--- config.mk ---
export PLATFORM = sky130hd
export DESIGN_NAME = bin2bcd_seq
export DESIGN_NICKNAME = d
export VERILOG_FILES = /design/src/rtl/bin2bcd_pkg.sv /design/src/rtl/bin2bcd_seq_add3.sv /design/src/rtl/bin2bcd_seq.sv
export SDC_FILE = /design/constraint.sdc
export NUM_CORES = 1
export LEC_CHECK = 0
export BUFFER_PORTS_ARGS = -buffer_cell sky130_fd_sc_hd__buf_2
export CAP_MARGIN = 10
export CORE_MARGIN = 2
export CORE_UTILIZATION = 29
export CTS_BUF_LIST = sky130_fd_sc_hd__clkbuf_8
export DETAILED_ROUTE_END_ITERATION = 8
export SKIP_LAST_GASP = 1
export SYNTH_ARGS = -nofsm -noshare
export SYNTH_HDL_FRONTEND = slang
export SYNTH_SLANG_ARGS = --single-unit
--- constraint.sdc ---
create_clock -name clk -period 2.7 [get_ports clk]
set_input_delay 0.135 -clock clk [delete_from_list [all_inputs] [get_ports clk]]
set_output_delay 0.135 -clock clk [all_outputs]
set_load 0.05 [all_outputs]
--- src/rtl/bin2bcd_pkg.sv ---
// bin2bcd_pkg: shared state encoding, default sizes and digit-correction threshold
package bin2bcd_pkg;
  typedef enum logic [1:0] {
    IDLE  = 2'd0,
    SHIFT = 2'd1,
    DONE  = 2'd2
  } state_t;
  localparam int BIN_W_DEF = 14;
  localparam int DIGITS_DEF = 5;
  localparam logic [3:0] ADD3_THRESH = 4'd5;
endpackage

--- src/rtl/bin2bcd_seq_add3.sv ---
// bcd_add3: combinational double-dabble digit corrector
module bcd_add3
  import bin2bcd_pkg::*;
(
  input  logic [3:0] d,
  output logic [3:0] q
);
  assign q = (d >= ADD3_THRESH) ? d + 4'd3 : d;
endmodule

--- src/rtl/bin2bcd_seq.sv ---
// bin2bcd_seq: one-bit-per-clock double-dabble binary to packed BCD with valid/ready
module bin2bcd_seq
  import bin2bcd_pkg::*;
#(
  parameter int BIN_W = BIN_W_DEF,
  parameter int DIGITS = DIGITS_DEF
) (
  input  logic                  clk,
  input  logic                  rst_n,
  input  logic                  in_valid,
  output logic                  in_ready,
  input  logic [BIN_W-1:0]      bin_in,
  output logic                  out_valid,
  input  logic                  out_ready,
  output logic [4*DIGITS-1:0]   bcd_out
);
  localparam int CW = (BIN_W > 1) ? $clog2(BIN_W) : 1;
  localparam int ZW = 4*DIGITS + BIN_W;
  state_t state, state_nx;
  logic [CW-1:0] cnt;
  logic [ZW-1:0] z, z_sh;
  logic [4*DIGITS-1:0] corr;
  logic last;
  for (genvar i = 0; i < DIGITS; i++) begin : g_dig
    bcd_add3 u_add3 (.d(z[BIN_W+4*i +: 4]), .q(corr[4*i +: 4]));
  end
  // accumulator sits above the shift register so one shift moves the operand MSB into digit 0
  assign z_sh = {corr, z[BIN_W-1:0]} << 1;
  assign last = (cnt == CW'(BIN_W-1));
  always_ff @(posedge clk or negedge rst_n) begin
    if (!rst_n) state <= IDLE;
    else state <= state_nx;
  end
  always_comb begin
    state_nx = (state == IDLE && in_valid) ? SHIFT :
               (state == SHIFT && last) ? DONE :
               (state == DONE && out_ready) ? IDLE : state;
  end
  always_comb begin
    in_ready = (state == IDLE);
    out_valid = (state == DONE);
  end
  always_ff @(posedge clk or negedge rst_n) begin
    if (!rst_n) begin
      z <= '0;
      cnt <= '0;
      bcd_out <= '0;
    end else if (state == IDLE && in_valid) begin
      z <= {{(4*DIGITS){1'b0}}, bin_in};
      cnt <= '0;
    end else if (state == SHIFT) begin
      z <= z_sh;
      cnt <= cnt + CW'(1);
      if (last) bcd_out <= z_sh[ZW-1 -: 4*DIGITS];
    end
  end
endmodule
# Word-level counts from Yosys, hierarchy flattened
# Cells that the tools add are included.
word_totals:
  latch_bits: 0
  inputBits: 18
  rom_bits: 0
  out_inout_bits: 22
  ff_bits: 60
  mem_bits_rw: 0
  word_cells: 38
  memories: 0
classes:
  div_mod_pow: 0
  n_eq_ne: 3
  magnitude_cmp: 5
  mul: 0
  mux: 12
  reduce_logical: 7
  shift: 0
  bitwise: 1
  n_addsub: 6
ops:
  columns: ["cell", "count"]
  rows:
  - ["$mux W34", 2]
  - ["$mux W4", 6]
  - ["$ge A4 B3 Y1 const B", 5]
  - ["$add A4 B2 Y4 const B", 4]
  - ["$mux W2", 3]
  - ["$add A4 B1 Y4 const B", 1]
  - ["$eq A4 B4 Y1 const B", 1]
  - ["$add A3 B2 Y3 const B", 1]
  - ["$logic_and A1 B1 Y1", 3]
  - ["$mux W3", 1]
  - ["$reduce_and A3 Y1", 1]
  - ["$reduce_bool A3 Y1", 1]
  - ["$eq A2 B1 Y1 const B", 1]
  - ["$eq A2 B2 Y1 const B", 1]
  - ["$logic_not A2 Y1", 1]
  - ["$reduce_bool A2 Y1", 1]
  - ["$not A1 Y1", 1]

# Logic depth before layout (Yosys ltp)
# Gate-level depths: netlist of the first run.
depth:
  ltp_word: 5
  ltp_mapped: 6
  ltp_nobuf: 6

# Hierarchy
# From an unflattened synthesis of the first run, not the netlist that was laid out.
unflattened:
  hier_cells: 300
  hier_area_um2: 3017.9
by_module_without_submodules:
  columns: ["module", "instances", "seq_area_each_um2", "cells_each", "area_per_inst_um2"]
  rows:
  - ["bin2bcd_seq", 1, 1501.4, 220, 2511.2]
  - ["bcd_add3", 5, 0.0, 16, 101.3]

# Worst setup path before layout of the first run
# OpenSTA, ideal clock, no wires.
synth_path:
  kind: "register to register"
  startpoint: "reg z[14]"
  endpoint: "reg bcd_out[2]"
  setup_ps: 125
  arrival_time_ps: 1352
  synth_period_minus_slack_ps: 1477
  path_stages_with_launch: 7
  path_slack_ps: 1223
  required_time_ps: 2575
  n_path_buf: 0
  cell_sequence: "dfrtp_1 -> inv_1 -> ha_1 -> nand2b_1 -> a21oi_1 -> mux2i_1 -> mux2_4"
synth_via:
  elab_chain_cells: 2
  word_cells_on_any_way: 3
  classes_between: "1 x add/sub; 1 x order compare; 1 x mux"
synth_lines:
  columns: ["element", "line_no", "text"]
  rows:
  - ["from (decl)", "bin2bcd_seq.sv:21", "logic [ZW-1:0] z, z_sh;"]
  - ["from (signal assigned)", "bin2bcd_seq.sv:49", "z <= {{(4*DIGITS){1'b0}}, bin_in};"]
  - ["from (signal assigned)", "bin2bcd_seq.sv:52", "z <= z_sh;"]
  - ["$add A4 B2 Y4 or $ge A4 B3 Y1 (tied branches)", "bin2bcd_seq_add3.sv:8", "assign q = (d >= ADD3_THRESH) ? d + 4'd3 : d;"]
  - ["$mux W4 (*)", "bin2bcd_seq_add3.sv:8", null]
  - ["to (signal assigned)", "bin2bcd_seq.sv:54", "if (last) bcd_out <= z_sh[ZW-1 -: 4*DIGITS];"]
  - ["to (decl)", "bin2bcd_seq.sv:15", "output logic [4*DIGITS-1:0] bcd_out"]
# Mark *: on every way between the ends. The rest lies on a longest branch, timed or not.
# A chain may end at the register's enable or synchronous reset.

# Worst setup path in the final report of the first run
layout_path:
  startpoint: "reg state[0]"
  endpoint: "reg z[17]"
layout_via:
  elab_chain_cells: 3
  word_cells_on_any_way: 5
  classes_between: "1 x eq/ne; 1 x mux; 3 x reduce/logical"
layout_lines:
  columns: ["element", "line_no", "text"]
  rows:
  - ["from (decl)", "bin2bcd_seq.sv:19", "state_t state, state_nx;"]
  - ["from (signal assigned)", "bin2bcd_seq.sv:32", "else state <= state_nx;"]
  - ["$logic_not A2 Y1", "bin2bcd_seq.sv:48", "end else if (state == IDLE && in_valid) begin"]
  - ["$logic_and A1 B1 Y1", "bin2bcd_seq.sv:48", null]
  - ["$mux W34 or $reduce_bool A2 Y1 (tied branches)", null, null]
# Parallel ways exist; a longest one is shown, timed or not.

==> flow_summary.toml, run 1 <==
[run_status]
run_status = "completed"

[finish]
fin_area_mm2 = 0.003462
nets = 349
diodes = 0
fillers = 983
drive_above_1_share = 0.2315
regArea_mm2 = 0.001501
syn2layout_area_growth_pct = 21.15
multi_input_area_mm2 = 0.001237

[global_routing]
antenna_found_initial = 0
grt_pass1_vias = 2068
grt_pass1_wl_um = 9977
grt_use_total = 0.1263
overflow = 0
grt_max_degree = 61

[synthesis]
synth-compound-area-share = 0.1436
synth-adder-area-share = 0.05254
ys_types = 31
synth.net_count = 301
yosys_warnings = 0
syn_area_mm2 = 0.002858
yosysSeqAreaShare = 0.5254
synth_cells = 271
synth_top_family_by_area = "simple AND/OR/NAND/NOR gates"
synth_seq_cells = 60
synth-async-reset-ratio = 1.000
synthSimpleGateAreaFrac = 0.1475
synthMuxAreaShare = 0.07224
postSynthAreaPerCell_um2 = 10.55
synth_edf_count = 0
synthXorXnorAreaFrac = 0.01532
synth_ff_type = "dfrtp_1"

[sta]
rsz0062_at_grt = "false"
timing.final.crit_period_ns = 1.869
relSlewSlack = 0.4787
finalSetupTns_ns = 0
slew_viol_final = 0
hold_viol_final = 0
setup-violations-final = 0
worstMarginPinSlew_ns = 0.7820
max_freq_mhz = 535.1
skew_ns = 0.01027
post-route-period-util = 0.6922

[placement]
place_area_mm2 = 0.003191
io_buffers = 39
gp_congestion = 0.7766
place_hpwl_um = 4012

[floorplan]
die_w_um = 103.3
ioPinCount = 40
initial_core_util = 0.2951
rows = 36
dieArea_mm2 = 0.01066
core_area_mm2 = 0.009684
die_y_um = 103.3

[clocking]
root_buffer = "clkbuf_8"
clock-sinks = 60
htreeDepth = 3
clk_path_buf_depth = 2
clk_pin_slew_ns = 0.06
post-cts-setup-buffers = 0
cts_buffers = 9
cts_tree = "built"
cts_hold_buf = 4
insertion_delay_ns = 0.35
post_cts_resized = 0

[power_and_ir_drop]
finalPower_mw = 4.681
p_leak_nw = 1.708
peakVddDrop_uv = 425.1
p_per_area_mw_per_mm2 = 1352

[hold_path]
hold_class = "input pin to register"

[worst_setup_path]
criticalPathCategory = "register to register"
cp_max_fo = 25
crit_required_ns = 2.98
crit_path_top_delay_cell = "dfrtp_1"
cp_common_cell = "buf_4"
cp_cell_sequence = "nor2b_2 > buf_4 > nor2_2 > buf_4 > o21ai_0 > nand2_1"
end_kind = "register"
startpoint_type = "register"
slowest_delay_ns = 0.43
crit_arrival_ns = 2.15

[detailed_routing]
num_vias = 2105
routed_wl_um = 6127
vias_per_cell = 4.606
wl_per_cell_um = 13.41
dr.pass1.iters = 5
drtAntennaViolNets = 0
drc = 0
dr.first_iter.drc_count = 109

[flow_run]
cap_violations = 0
-- registers in the layout, summed over array words and instances (netlist names) --
signal,flops
state,2
cnt,4
bcd_out,20
z,34
-- critical path: cells and delay by family (launching register included) --
family | cells | cell delay [ns]
simple gates | 3 | 0.66
buf+inv | 2 | 0.57
flops | 1 | 0.43
compound gates | 1 | 0.14
-- per-layer routing --
metal / up-vias / global-route usage / routed length (um)
met5: - / 0 / 0
met4: 0 / 0.05466 / 104
met3: 9 / 0.04906 / 330
met2: 39 / 0.2073 / 2916
met1: 1018 / 0.1474 / 2775
li1: 1039 / - / -
-- Yosys cell counts (2+ instances only) --
library cell   n  area [um2]
dfrtp_1       60        1501
nand2_1       52       195.2
o21ai_0       25       125.1
a21oi_1       14       70.07
a22oi_1       13       97.59
ha_1          12       150.1
inv_1         12       45.04
a22o_1        11       96.34
nor3b_1       10       75.07
mux2_4         9       135.1
clkbuf_1       6       22.52
mux2i_1        6       60.06
nand2b_1       6       37.54
buf_2          5       25.02
nand3_1        5       25.02
nor3_1         5       25.02
xnor2_1        5       43.79
nand4_1        2       12.51
-- per-stage QoR --
step / worst slack [ns] / hold slack [ns] / util / instances
after floorplan: 1.223 / -0.1606 / - / 271
after global placement: 0.8901 / 0.3496 / 0.3295 / 436
after detailed placement: 0.8060 / 0.3557 / 0.3295 / 436
after CTS: 0.8063 / 0.001378 / 0.3565 / 456
after global routing: 0.6697 / 0.007691 / 0.3575 / 457
final: 0.8310 / 0.01812 / 0.3575 / 457
-- placed cells by master (no fill, tap or decap) --
master         synthesis  layout
xnor2_1                5       5
a22o_1                11      11
o21ai_0               25      25
mux2_4                 9       9
nand2_1               52      52
o31ai_1                1       1
buf_2                  5      39
dlygate4sd3_1          0       5
nor2_2                 1       1
buf_4                  0       6
clkinv_2               0       1
a21oi_1               14      14
mux2_2                 1       1
nor3b_2                0       1
a22oi_1               13      13
nand4_1                2       2
and4_4                 1       1
clkbuf_8               0      13
nor3_1                 5       5
nor2b_2                1       1
ha_1                  12      12
nand3b_1               1       1
nor3b_1               10       9
nor2_1                 1       1
inv_1                 12      12
nor2b_1                1       1
mux2i_1                6       6
bufinv_16              0       1
o22ai_1                1       1
nand2b_1               6       6
clkinvlp_4             0       1
dfrtp_1               60      60
or2b_1                 1       1
nand3_1                5       5
a21o_1                 1       1
-- where the power goes --
group          switching, mW  internal, mW
logic                   1.39         0.811
registers              0.315          1.29
clock network          0.354         0.525
total                   2.06          2.62
-- final timing paths --
check | start | endpoint | slack [ns] | cells past startpoint
hold reg to reg | bcd_out[11] | bcd_out[11] | 0.47 | 2
setup / recovery | state[0] | z[17] | 0.83 | 6
min in group asynchronous | rst_n | z[33] | 0.49 | 3
hold / removal | bin_in[9] | z[9] | 0.02 | 3
setup reg to reg | state[0] | z[17] | 0.83 | 6
max in group asynchronous | rst_n | z[0] | 1.70 | 3
-- logic make-up after synthesis --
logic type | count (synthesis)
compound gates | 66
xor+xnor | 5
fa+ha+maj | 12
buf+inv | 25
flops | 60
mux | 16
simple gates | 87
-- final cells by class --
class,instances,share of cell area
sequential,60,0.4337
clock buffer,13,0.05168
inverter,12,0.01301
clock inverter,3,0.01229
tap,133,0.04807
timing repair buffer,50,0.08385
multi-input combinational,186,0.3574
Power figures use the tool's default switching activity.
==> inputs of run 2 (changes only) <==
==> constraint.sdc (replaced) <==
create_clock -name clk -period 1.8 [get_ports clk]
set_input_delay 0.09 -clock clk [delete_from_list [all_inputs] [get_ports clk]]
set_output_delay 0.09 -clock clk [all_outputs]
set_load 0.05 [all_outputs]
==> flow_summary.toml, run 2 (synthesis results as in run 1) <==
[run_status]
run_status = "completed"

[hold_path]
hold_class = "input pin to register"
worstHoldPathCells = 3

[sta]
rsz0062_at_grt = "false"
max_freq_mhz = 596.2
finalSetupTns_ns = 0
slew_viol_final = 0
timing.final.crit_period_ns = 1.677
worstMarginPinSlew_ns = 0.6446
setup-violations-final = 0
skew_ns = 0.01093
post-route-period-util = 0.9318
setup_ws_ns = 0.1227
relSlewSlack = 0.5693
hold_viol_final = 0

[placement]
place_area_mm2 = 0.003226
io_buffers = 39
place_hpwl_um = 3804
pre_cts_slack_ns = -0.1204
gp_congestion = 0.7170
dp_cells = 439

[clocking]
post-cts-setup-buffers = 0
clk_pin_slew_ns = 0.07
clock-sinks = 60
cts_tree = "built"
clk_path_buf_depth = 2
insertion_delay_ns = 0.33
cts_buffers = 9
root_buffer = "clkbuf_8"
htreeDepth = 3

[detailed_routing]
dr.first_iter.drc_count = 112
dr.pass1.iters = 6
drtAntennaViolNets = 0
wl_per_cell_um = 12.69
highest_layer = "met4"
met3_wirelength_um = 299
vias_per_cell = 4.497
routed_wl_um = 5926
num_vias = 2100
wl_met2_um = 2834
drc = 0
met1_length_um = 2765

[global_routing]
grt_pass1_wl_um = 9687
grt_max_degree = 61
grt_use_total = 0.1183
grt_pass1_vias = 2026
antenna_found_initial = 0
overflow = 0

[finish]
fillers = 977
final_common_cell = "dfrtp_1"
most-common-layout-cells = "60 x dfrtp_1, 52 x nand2_1, 39 x buf_2, 25 x o21ai_0, 15 x inv_1"
drive_above_1_share = 0.2216
largestRegisters = "z: 34 flops, bcd_out: 20 flops, cnt: 4 flops"
fin_area_mm2 = 0.003548
regMostFlops = "z"
largest_reg_flops = 34
final_util = 0.3664
diodes = 0
fin_cells = 467
nets = 360
syn2layout_area_growth_pct = 24.17

[floorplan]
ioPinCount = 40
die_y_um = 103.3
die_w_um = 103.3
dieArea_mm2 = 0.01066
rows = 36
core_area_mm2 = 0.009684
initial_core_util = 0.2951

[worst_setup_path]
ff2ff_path_depth = 6
crit_required_ns = 2.02
cp_max_fo = 33
startpoint_type = "register"
criticalPathCategory = "register to register"
crit_arrival_ns = 1.89
end_kind = "register"

[power_and_ir_drop]
p_per_area_mw_per_mm2 = 1939
p_leak_nw = 1.757
peakVddDrop_uv = 577.0

[flow_run]
cap_violations = 0
==> run 2: changes by cell type in the layout (fill, tap and decap cells not counted) <==
cell           change
dlygate4sd3_1      +8
inv_1              +3
clkbuf_8           -3
nor2_4             +1
buf_4              +1
buf_12             +1
buf_6              +1
nor2_2             -1
clkinvlp_4         -1
==> run 2: cell type report <==
cell class,instances,area (um2),area share
clock buffers,10,137.6,0.03879
clock inverters,5,46.29,0.01305
inverters,12,45.04,0.01269
multi-input cells,186,1242,0.3501
flip-flops and latches,60,1501,0.4231
well taps,133,166.4,0.04690
repair buffers,61,409.1,0.1153
==> run 2: worst paths after layout <==
check / slack (ns) / to / startpoint
min in group asynchronous: 0.30 / z[30] / rst_n
hold reg to reg: 0.47 / bcd_out[15] / bcd_out[15]
setup / recovery: 0.12 / state[0] / state[1]
hold / removal: 0.01 / z[12] / bin_in[12]
setup reg to reg: 0.12 / state[0] / state[1]
max in group asynchronous: 1.24 / z[2] / rst_n
==> run 2: power by group <==
part | internal [mW] | switching (mW) | total [mW] | leakage (nW)
registers | 1.93 | 0.465 | 2.40 | 0.772
logic | 1.28 | 2.07 | 3.35 | 0.879
clock network | 0.652 | 0.483 | 1.14 | 0.106
==> run 2: metal layers <==
| metal | GRT usage | vias up |
|---|---|---|
| met1 | 0.1521 | 1000 |
| met5 | 0 | - |
| met2 | 0.1888 | 36 |
| met4 | 0.03340 | 0 |
| met3 | 0.04301 | 2 |
| li1 | - | 1062 |
==> run 2: repair_timing <==
action,in CTS,in global routing
hold buffers,13,0
resized for setup,1,1
hold endpoints to repair,72,0
setup endpoints to repair,11,10
pin swaps,0,0
==> run 2: worst max-delay path, stage by stage, from the launching register on <==
cell     delay, ns
dfrtp_1       0.42
nor2b_2       0.20
buf_4         0.15
buf_6         0.25
nand4_1       0.13
buf_4         0.22
a21o_1        0.19
==> run 2: metrics by stage <==
| step | power (mW) | hold WS [ns] |
|---|---|---|
| 4_1_cts | 6.969 | 0.0007440 |
| 3_3_place_gp | 5.662 | 0.1265 |
| 6_report | 6.881 | 0.01321 |
| 5_1_grt | 7.450 | 0.01657 |
| 3_5_place_dp | 5.755 | 0.1286 |
| 2_1_floorplan | 4.938 | -0.2056 |
==> inputs of run 3 (changes only) <==
==> constraint.sdc (replaced) <==
create_clock -name clk -period 1.8 [get_ports clk]
set_input_delay 0.45 -clock clk [delete_from_list [all_inputs] [get_ports clk]]
set_output_delay 0.45 -clock clk [all_outputs]
set_load 0.05 [all_outputs]
==> flow_summary.toml, run 3 (synthesis results as in run 1) <==
[worst_setup_path]
r2r_slack_ns = 0.17
criticalPathCategory = "register to output port"
end_kind = "output port"
startpoint_type = "register"
crit_arrival_ns = 1.19
ff2ff_path_depth = 6
crit_required_ns = 1.35
cp_max_fo = 6

[global_routing]
overflow = 0
grt_max_degree = 61
grt_pass1_vias = 2143
met2_usage = 0.2038
grt_use_total = 0.1268
use_met1 = 0.1525
antenna_found_initial = 0
grt_pass1_wl_um = 10260
busiest_layer = "met2"
grt.met3_usage = 0.04906

[finish]
largest_reg_flops = 34
nets = 346
fin_cells = 453
most-common-layout-cells = "60 x dfrtp_1, 52 x nand2_1, 39 x buf_2, 25 x o21ai_0, 14 x inv_1"
largestRegisters = "z: 34 flops, bcd_out: 20 flops, cnt: 4 flops"
final_common_cell = "dfrtp_1"
diodes = 0
regArea_mm2 = 0.001501
fillers = 989
syn2layout_area_growth_pct = 19.83
regMostFlops = "z"
multi_input_area_mm2 = 0.001241
fin_area_mm2 = 0.003425
drive_above_1_share = 0.2344
final_util = 0.3536

[floorplan]
dieArea_mm2 = 0.01066
rows = 36
core_area_mm2 = 0.009684
initial_core_util = 0.2951
die_y_um = 103.3
ioPinCount = 40
die_w_um = 103.3

[hold_path]
hold_class = "input pin to asynchronous set/reset pin"

[flow_run]
cap_violations = 0

[clocking]
root_buffer = "clkbuf_8"
htreeDepth = 3
insertion_delay_ns = 0.34
cts_buffers = 9
post-cts-setup-buffers = 0
clk_path_buf_depth = 2
cts_hold_buf = 0
cts_tree = "built"
clock-sinks = 60
clk_pin_slew_ns = 0.07

[sta]
setup_ws_ns = 0.1615
max_freq_mhz = 610.3
setup-violations-final = 0
hold_viol_final = 0
slew_viol_final = 0
relSlewSlack = 0.7859
rsz0062_at_grt = "false"
finalSetupTns_ns = 0
post-route-period-util = 0.9103
worstMarginPinSlew_ns = 0.3212
skew_ns = 0.008267
timing.final.crit_period_ns = 1.638

[power_and_ir_drop]
p_per_area_mw_per_mm2 = 2036
peakVddDrop_uv = 672.7
p_leak_nw = 1.702

[placement]
gp_congestion = 0.7384
io_buffers = 39
place_hpwl_um = 3925
dp_cells = 438
place_area_mm2 = 0.003218
pre_cts_slack_ns = 0.1513

[detailed_routing]
routed_wl_um = 5878
drc = 0
drtAntennaViolNets = 0
wl_per_cell_um = 12.98
dr.first_iter.drc_count = 115
num_vias = 2096
vias_per_cell = 4.627
dr.pass1.iters = 4

[run_status]
run_status = "completed"
[run 3: cell count changes in the layout (fill, tap and decap cells not counted)]
cell | previous run | this run
a21oi_1 | 14 | 13
a21oi_2 | 0 | 1
buf_6 | 1 | 0
clkbuf_8 | 10 | 12
clkinv_2 | 1 | 0
dlygate4sd3_1 | 13 | 0
inv_1 | 15 | 14
nor2_2 | 0 | 1
nor2_4 | 1 | 0
[run 3: worst max-delay path: stages (launching register included)]
cell and delay [ns]:
dfrtp_1 0.43, nor2b_1 0.15, buf_2 0.26
[run 3: per-stage QoR]
stage	hold WS [ns]	power, mW
2_1_floorplan	0.1544	4.938
3_3_place_gp	0.4596	5.668
3_5_place_dp	0.4635	5.784
4_1_cts	0.1210	7.050
5_1_grt	0.1322	7.561
6_report	0.1106	6.972
[run 3: where the power goes]
group	internal, mW	switching (mW)
Clock	0.735	0.503
Combinational	1.26	2.08
Sequential	1.93	0.462
[run 3: timing repair]
action,CTS,global route
gates resized for setup,0,1
endpoints found under the hold margin,0,0
endpoints found under the setup margin,0,2
[run 3: final timing paths]
check | end | startpoint
max reg2reg | bcd_out[10] | z[22]
max | out_valid | state[1]
min reg2reg | bcd_out[15] | bcd_out[15]
min in group clk | z[7] | bin_in[7]
max in group asynchronous | z[2] | rst_n
min | bcd_out[17] | rst_n
[run 3: layout make-up]
cell class / count / area share
clock buffers: 12 / 0.04823
multi-input cells: 186 / 0.3624
flip-flops and latches: 60 / 0.4384
inverters: 12 / 0.01315
well taps: 133 / 0.04859
clock inverters: 3 / 0.01096
repair buffers: 47 / 0.07819
[run 3: routing by layer]
layer	vias to the layer above	part of all wire	wire length, um
met5	-	0	0
met4	0	0.017	97
met3	11	0.051	300
met2	39	0.48	2811
met1	1015	0.45	2669
li1	1031	-	-
